==> config.mk <==
export PLATFORM = sky130hd
export DESIGN_NAME = param_fifo
export DESIGN_NICKNAME = d
export VERILOG_FILES = /design/src/rtl/param_fifo.sv
export SDC_FILE = /design/constraint.sdc
export NUM_CORES = 1
export LEC_CHECK = 0
export CAP_MARGIN = 20
export CORE_MARGIN = 4
export CORE_UTILIZATION = 55
export DETAILED_ROUTE_END_ITERATION = 8
export GPL_TIMING_DRIVEN = 0
export PLACE_DENSITY = 0.84
export SLEW_MARGIN = 15
export SYNTH_ARGS = -nofsm -noshare
export SYNTH_HDL_FRONTEND = slang
export SYNTH_SLANG_ARGS = --single-unit
==> constraint.sdc <==
create_clock -name clk -period 3.3 [get_ports clk]
set_input_delay 0.33 -clock clk [delete_from_list [all_inputs] [get_ports clk]]
set_output_delay 0.33 -clock clk [all_outputs]
set_load 0.02 [all_outputs]
==> src/rtl/param_fifo.sv <==
// Parametrised single-clock FIFO with occupancy count, almost-full/almost-empty
// thresholds, a pop-data-valid strobe and sticky overflow/underflow flags.
module param_fifo #(
  parameter int DATA_WIDTH       = 8,
  parameter int ADDR_WIDTH       = 4,
  parameter int ALMOST_FULL_LVL  = (1 << ADDR_WIDTH) - 2,
  parameter int ALMOST_EMPTY_LVL = 2
) (
  input  logic                  clk,
  input  logic                  reset,
  input  logic                  push,
  input  logic                  pop,
  input  logic [DATA_WIDTH-1:0] pushedValue,
  input  logic                  clear_err,
  output logic [DATA_WIDTH-1:0] poppedValue,
  output logic                  pop_valid,
  output logic [ADDR_WIDTH:0]   count,
  output logic                  empty,
  output logic                  full,
  output logic                  almost_empty,
  output logic                  almost_full,
  output logic                  overflow,
  output logic                  underflow
);

  localparam int DEPTH = 1 << ADDR_WIDTH;
  localparam logic [ADDR_WIDTH:0]   CNT_ONE   = (ADDR_WIDTH+1)'(1);
  localparam logic [ADDR_WIDTH:0]   CNT_DEPTH = (ADDR_WIDTH+1)'(DEPTH);
  localparam logic [ADDR_WIDTH-1:0] PTR_ONE   = ADDR_WIDTH'(1);
  localparam logic [ADDR_WIDTH:0]   AF_LVL    = (ADDR_WIDTH+1)'(ALMOST_FULL_LVL);
  localparam logic [ADDR_WIDTH:0]   AE_LVL    = (ADDR_WIDTH+1)'(ALMOST_EMPTY_LVL);

  logic [DATA_WIDTH-1:0] r_mem [DEPTH];
  logic [ADDR_WIDTH-1:0] r_wrPtr;
  logic [ADDR_WIDTH-1:0] r_rdPtr;
  logic [ADDR_WIDTH:0]   r_count;
  logic [DATA_WIDTH-1:0] r_poppedValue;
  logic                  r_popValid;
  logic                  r_empty;
  logic                  r_full;
  logic                  r_almostEmpty;
  logic                  r_almostFull;
  logic                  r_overflow;
  logic                  r_underflow;

  logic                  w_popOk;
  logic                  w_pushOk;
  logic                  w_overflowEvt;
  logic                  w_underflowEvt;
  logic [ADDR_WIDTH:0]   w_countNext;

  // A full FIFO still takes a push when a pop frees a slot on the same edge;
  // an empty FIFO never forwards a same-cycle push to the read side.
  always_comb begin
    w_popOk        = pop & ~r_empty;
    w_pushOk       = push & (~r_full | w_popOk);
    w_overflowEvt  = push & r_full & ~w_popOk;
    w_underflowEvt = pop & r_empty;
    w_countNext    = r_count;
    if (w_pushOk && !w_popOk) begin
      w_countNext = r_count + CNT_ONE;
    end else if (w_popOk && !w_pushOk) begin
      w_countNext = r_count - CNT_ONE;
    end
  end

  // Storage is deliberately not reset; the pointers and count define validity.
  always_ff @(posedge clk) begin
    if (w_pushOk) begin
      r_mem[r_wrPtr] <= pushedValue;
    end
  end

  always_ff @(posedge clk or posedge reset) begin
    if (reset) begin
      r_wrPtr       <= '0;
      r_rdPtr       <= '0;
      r_count       <= '0;
      r_poppedValue <= '0;
      r_popValid    <= 1'b0;
      r_empty       <= 1'b1;
      r_full        <= 1'b0;
      r_almostEmpty <= 1'b1;
      r_almostFull  <= 1'b0;
    end else begin
      if (w_pushOk) begin
        r_wrPtr <= r_wrPtr + PTR_ONE;
      end
      if (w_popOk) begin
        r_rdPtr       <= r_rdPtr + PTR_ONE;
        r_poppedValue <= r_mem[r_rdPtr];
      end
      r_popValid    <= w_popOk;
      r_count       <= w_countNext;
      r_empty       <= (w_countNext == '0);
      r_full        <= (w_countNext == CNT_DEPTH);
      r_almostEmpty <= (w_countNext <= AE_LVL);
      r_almostFull  <= (w_countNext >= AF_LVL);
    end
  end

  // Error flags are sticky; a new error on the clearing edge keeps the flag set.
  always_ff @(posedge clk or posedge reset) begin
    if (reset) begin
      r_overflow  <= 1'b0;
      r_underflow <= 1'b0;
    end else begin
      if (w_overflowEvt) begin
        r_overflow <= 1'b1;
      end else if (clear_err) begin
        r_overflow <= 1'b0;
      end
      if (w_underflowEvt) begin
        r_underflow <= 1'b1;
      end else if (clear_err) begin
        r_underflow <= 1'b0;
      end
    end
  end

  assign poppedValue  = r_poppedValue;
  assign pop_valid    = r_popValid;
  assign count        = r_count;
  assign empty        = r_empty;
  assign full         = r_full;
  assign almost_empty = r_almostEmpty;
  assign almost_full  = r_almostFull;
  assign overflow     = r_overflow;
  assign underflow    = r_underflow;

endmodule
# == After elaboration in Yosys (flattened, before gate mapping) ==
# Memories as Yosys holds them, arrays and structs flattened. A register that Yosys moved wholly into a read port is not among the register bits.
# Cells that the tools add are included.
# op_classes
addsub,4
magnitude_cmp,2
eq_ne,1
muxes,7
bitwise,9
reduce_logical,7
# ops
cell,n
5-bit two-way mux,2
4-bit by 1-bit adder with 4-bit output (second input constant),2
5-bit by 1-bit adder with 5-bit output (second input constant),1
1-bit bitwise AND,5
5-bit equality test (second input constant),1
5-bit by 4-bit >= comparator with 1-bit output (second input constant),1
5-bit by 2-bit <= comparator with 1-bit output (second input constant),1
5-bit logical NOT,1
1-bit two-way mux,5
5-bit by 1-bit subtractor with 5-bit output (second input constant),1
2-bit nonzero test,2
1-bit inverter,3
1-bit logical AND,2
1-bit logical NOT,2
1-bit bitwise OR,1
# word_totals
register_bits,20
mem_bits_rw,128
in_bits,13
output_inout_bits,20
n_memories,1
# memory_table
name,depth,width,rd,rd_clocked_by_memory_dff,write_ports,line_no,rtl
r_mem,16,8,1,1,1,33,logic [DATA_WIDTH-1:0] r_mem [DEPTH];

# == Depth between registers and ports, before layout ==
# logic_depth
depth_word,9
ltp_mapped,7
ltp_nobuf,6

# == Worst setup path after synthesis ==
# Ideal clock, no wire load.
# synth_timing
kind,flip-flop to flip-flop
from,register r_empty (netlist: empty)
to,memory r_mem[7][0] (enable)
setup_ns,0.385
arrival_time_ns,1.866
required_time_ns,2.915
path_slack_ns,1.049
path_stages_with_launch,6
path_buffers,1
path_cell_list,dfstp_2 -> nand2b_4 -> buf_4 -> a21boi_1 -> nand2_1 -> nor3b_1
# synth_between
elab_chain_cells,6
# synth_lines
element,line_no,rtl
"start, declared",39,logic r_empty;
"start signal, assigned",95,r_empty <= (w_countNext == '0);
1-bit inverter,55,w_popOk = pop & ~r_empty;
1-bit bitwise AND,55,
1-bit bitwise OR,56,w_pushOk = push & (~r_full | w_popOk);
1-bit bitwise AND,56,
1-bit two-way mux,69,if (w_pushOk) begin
1-bit two-way mux (not written as such),70,r_mem[r_wrPtr] <= pushedValue;
"end, declared",33,
# No other way between the ends.

# == Final worst setup path ==
# layout_timing
from,register r_empty (netlist: empty)
to,memory r_mem[7][6] (enable)
# The elaborated chain is that of the path after synthesis.

==> flow_summary.yaml <==
run_status:
  run_status: "completed"
floorplan:
  rows: 38
  coreArea_sq_mm: 0.0110
  fp.dieW_microns: 115
  die_h_microns: 115
  start_util: 0.568
  dieArea_sq_mm: 0.0131
  ios: 33
cells_and_area:
  final_common_cell: "edfxtp_1"
  fill_cells: 695
  stdcell_area_sq_mm: 0.00737
  mostFrequentLayoutCells: "edfxtp_1 (128), mux4_2 (33), clkdlybuf4s50_1 (31), dfrtp_1 (26), clkbuf_16 (17)"
  drive_above_1_share: 0.228
  nets: 401
  multi_input_area_sq_mm: 0.00158
  diodes: 0
  area_growth_pct: 18.1
  seq_area_sq_mm: 0.00455
global_routing:
  antenna_found_initial: 0
  grt_pass1_vias: 3487
  grt_pass1_wl_microns: 20400
  gr-total-overflow: 0
  grt_max_degree: 17
  track_usage: 0.219
yosys:
  syn_area_sq_mm: 0.00624
  synth_area_leaders: "edfxtp_1 (62%), mux4_2 (12%), dfrtp_1 (10%)"
  synth.distinct_cells: 44
  ys_ff_latch: 156
  synth_top_area_frac: 0.616
  yosysTopAreaCell: "edfxtp_1"
  synth_edf_count: 128
  synthSimpleGateAreaFrac: 0.0505
  ys_async_sr_fraction: 0.179
  synth_fa_ha_area_frac: 0.0140
  synth_compound_area_frac: 0.0303
  yosys_warnings: 0
  synthMuxAreaShare: 0.142
  synth_top_family_by_area: "multiplexers"
  synthCells: 329
  ys.flop_type: "edfxtp_1"
  synth_nets: 349
  synth_xor_area_frac: 0.0140
  yosysSeqAreaShare: 0.729
  syn_avg_cell_area_sq_um: 19.0
sta:
  fin_skew_ps: 7.41
  slew_headroom: 0.466
  max_freq_ghz: 0.374
  slew_violations: 0
  rsz0062_at_grt: "false"
  worst_pin_slew_ps: 798
  period_share: 0.810
  hold_viol_final: 0
  fin_crit_ps: 2670
  setup_viol: 0
  holdWs_ps: 311
  layout_setup_ws_ps: 627
  setup_tns_ps: 0
clock_network:
  tritoncts: "yes"
  cts_resized: 0
  cts_setup_buffers: 0
  cts_made_buffers: 17
  clk_pin_slew_worst_paths_ps: 60
  htreeDepth: 4
  cts_hold_buf: 0
  cts_root_buf: "clkbuf_16"
  clkSinkCount: 156
  cts_max_path_buffers: 2
  clock_latency_ps: 420
power_and_ir_drop:
  seqPwrFrac: 0.394
  pwr-share-clk: 0.295
  ir_drop_v: 0.000543
  p_int_uw: 4590
  p_sw_frac: 0.310
  comb_power_share: 0.311
  powerDensity_mw_per_mm2: 903
  leakage_uw: 0.00254
  power_switching_uw: 2060
  post-layout-total-power_uw: 6650
placed_design:
  dpl_cell_area_sq_mm: 0.00677
  gp_congestion: 0.863
  dp_slack_ps: 268
  dp_hpwl_microns: 8230
  port_buffers: 31
worst_setup_path:
  crit_type: "reg2reg"
  r2r_slack_ps: 630
  reg2reg_depth: 5
  slowest_stage: "nor3b_2"
  r2r-end: "r_mem[7][6]"
  arrival_ps: 2710
  path_max_fanout: 10
  cp.required_ps: 3340
  worstSetupEndpoint: "r_mem[7][6]"
  cp-start-kind: "register"
  critPathCaptureType: "register"
  r2r-start: "empty"
  max_stage_delay_ps: 710
  path_cells: "nand2b_4, buf_4, a21boi_1, nand2_1, nor3b_2"
  crit_start: "empty"
routing:
  viasPerCell: 6.09
  drt_iter0_drc: 337
  drt_first_pass_iters: 5
  ant_nets: 0
  vias: 3251
  remaining_drc_errors: 0
  wl_per_cell_microns: 24.2
  wl_microns: 12900
job:
  max-cap-violations: 0
min_path:
  hold_path_depth: 3
  hp-class: "in2reg"
-- power by group through the flow --
stage,logic [uW],registers [uW],clock network (uW)
after floorplan,1290,2740,0
after global placement,1980,2640,0
after detailed placement,2060,2660,0
after CTS,2090,2620,1980
after global routing,2230,2650,2080
final,2070,2620,1960
-- through the flow --
stage / utilization / cells
detailed placement: 0.616 / 502
floorplan: - / 329
CTS: 0.671 / 534
finish: 0.671 / 534
global placement: 0.612 / 500
global route: 0.671 / 534
-- state kept, by name (all words and copies together), names as in the netlist --
signal,flops
underflow,1
empty,1
overflow,1
poppedValue,8
full,1
count,5
pop_valid,1
r_wrPtr,4
r_rdPtr,4
almost_empty,1
r_mem,128
almost_full,1
-- cell usage after synthesis, types with 5 or more instances --
cell type and count:
a21oi_1 5, and3_1 9, buf_2 6, clkbuf_1 5, dfrtp_1 26, edfxtp_1 128
ha_1 7, inv_1 7, mux2i_1 10, mux4_2 33, nand2_1 11, nor2_1 12
o21ai_0 10, xnor2_1 9
-- final cells by class --
cell class | count | area share
timing repair buffer | 33 | 0.0469
clock inverter | 15 | 0.0233
clock buffer | 17 | 0.0578
tap | 140 | 0.0238
buffer | 17 | 0.0127
inverter | 8 | 0.00408
sequential | 156 | 0.617
multi-input combinational | 148 | 0.214
-- worst min-delay path by stage --
stage	from	to
after floorplan	reset	almost_full
after global placement	poppedValue[6]	poppedValue[6]
after detailed placement	poppedValue[6]	poppedValue[6]
after CTS	push	overflow
after global routing	push	overflow
final	push	overflow
-- worst max-delay path, delay by kind of cell, from the launching register on --
family,cells,cell delay (ps)
buffers and inverters,1,180
AO/OA/AOI/OAI,1,620
flip-flops,1,370
AND/OR/NAND/NOR,3,1120
-- metal layers --
metal | wire length, microns | part of all wire | track usage | vias to the layer above
met1 | 4810 | 0.37 | 0.278 | 1660
met4 | 309 | 0.024 | 0.0895 | 0
met2 | 6820 | 0.53 | 0.366 | 153
met3 | 999 | 0.077 | 0.0497 | 20
li1 | - | - | - | 1418
met5 | 0 | 0 | 0 | -
-- logic make-up after synthesis --
kind of cell | count (synthesis)
flops | 156
simple gates | 54
mux | 47
compound gates | 30
buf+inv | 25
xor+xnor | 10
fa+ha+maj | 7
No activity file was read; power rests on OpenSTA's default activity.
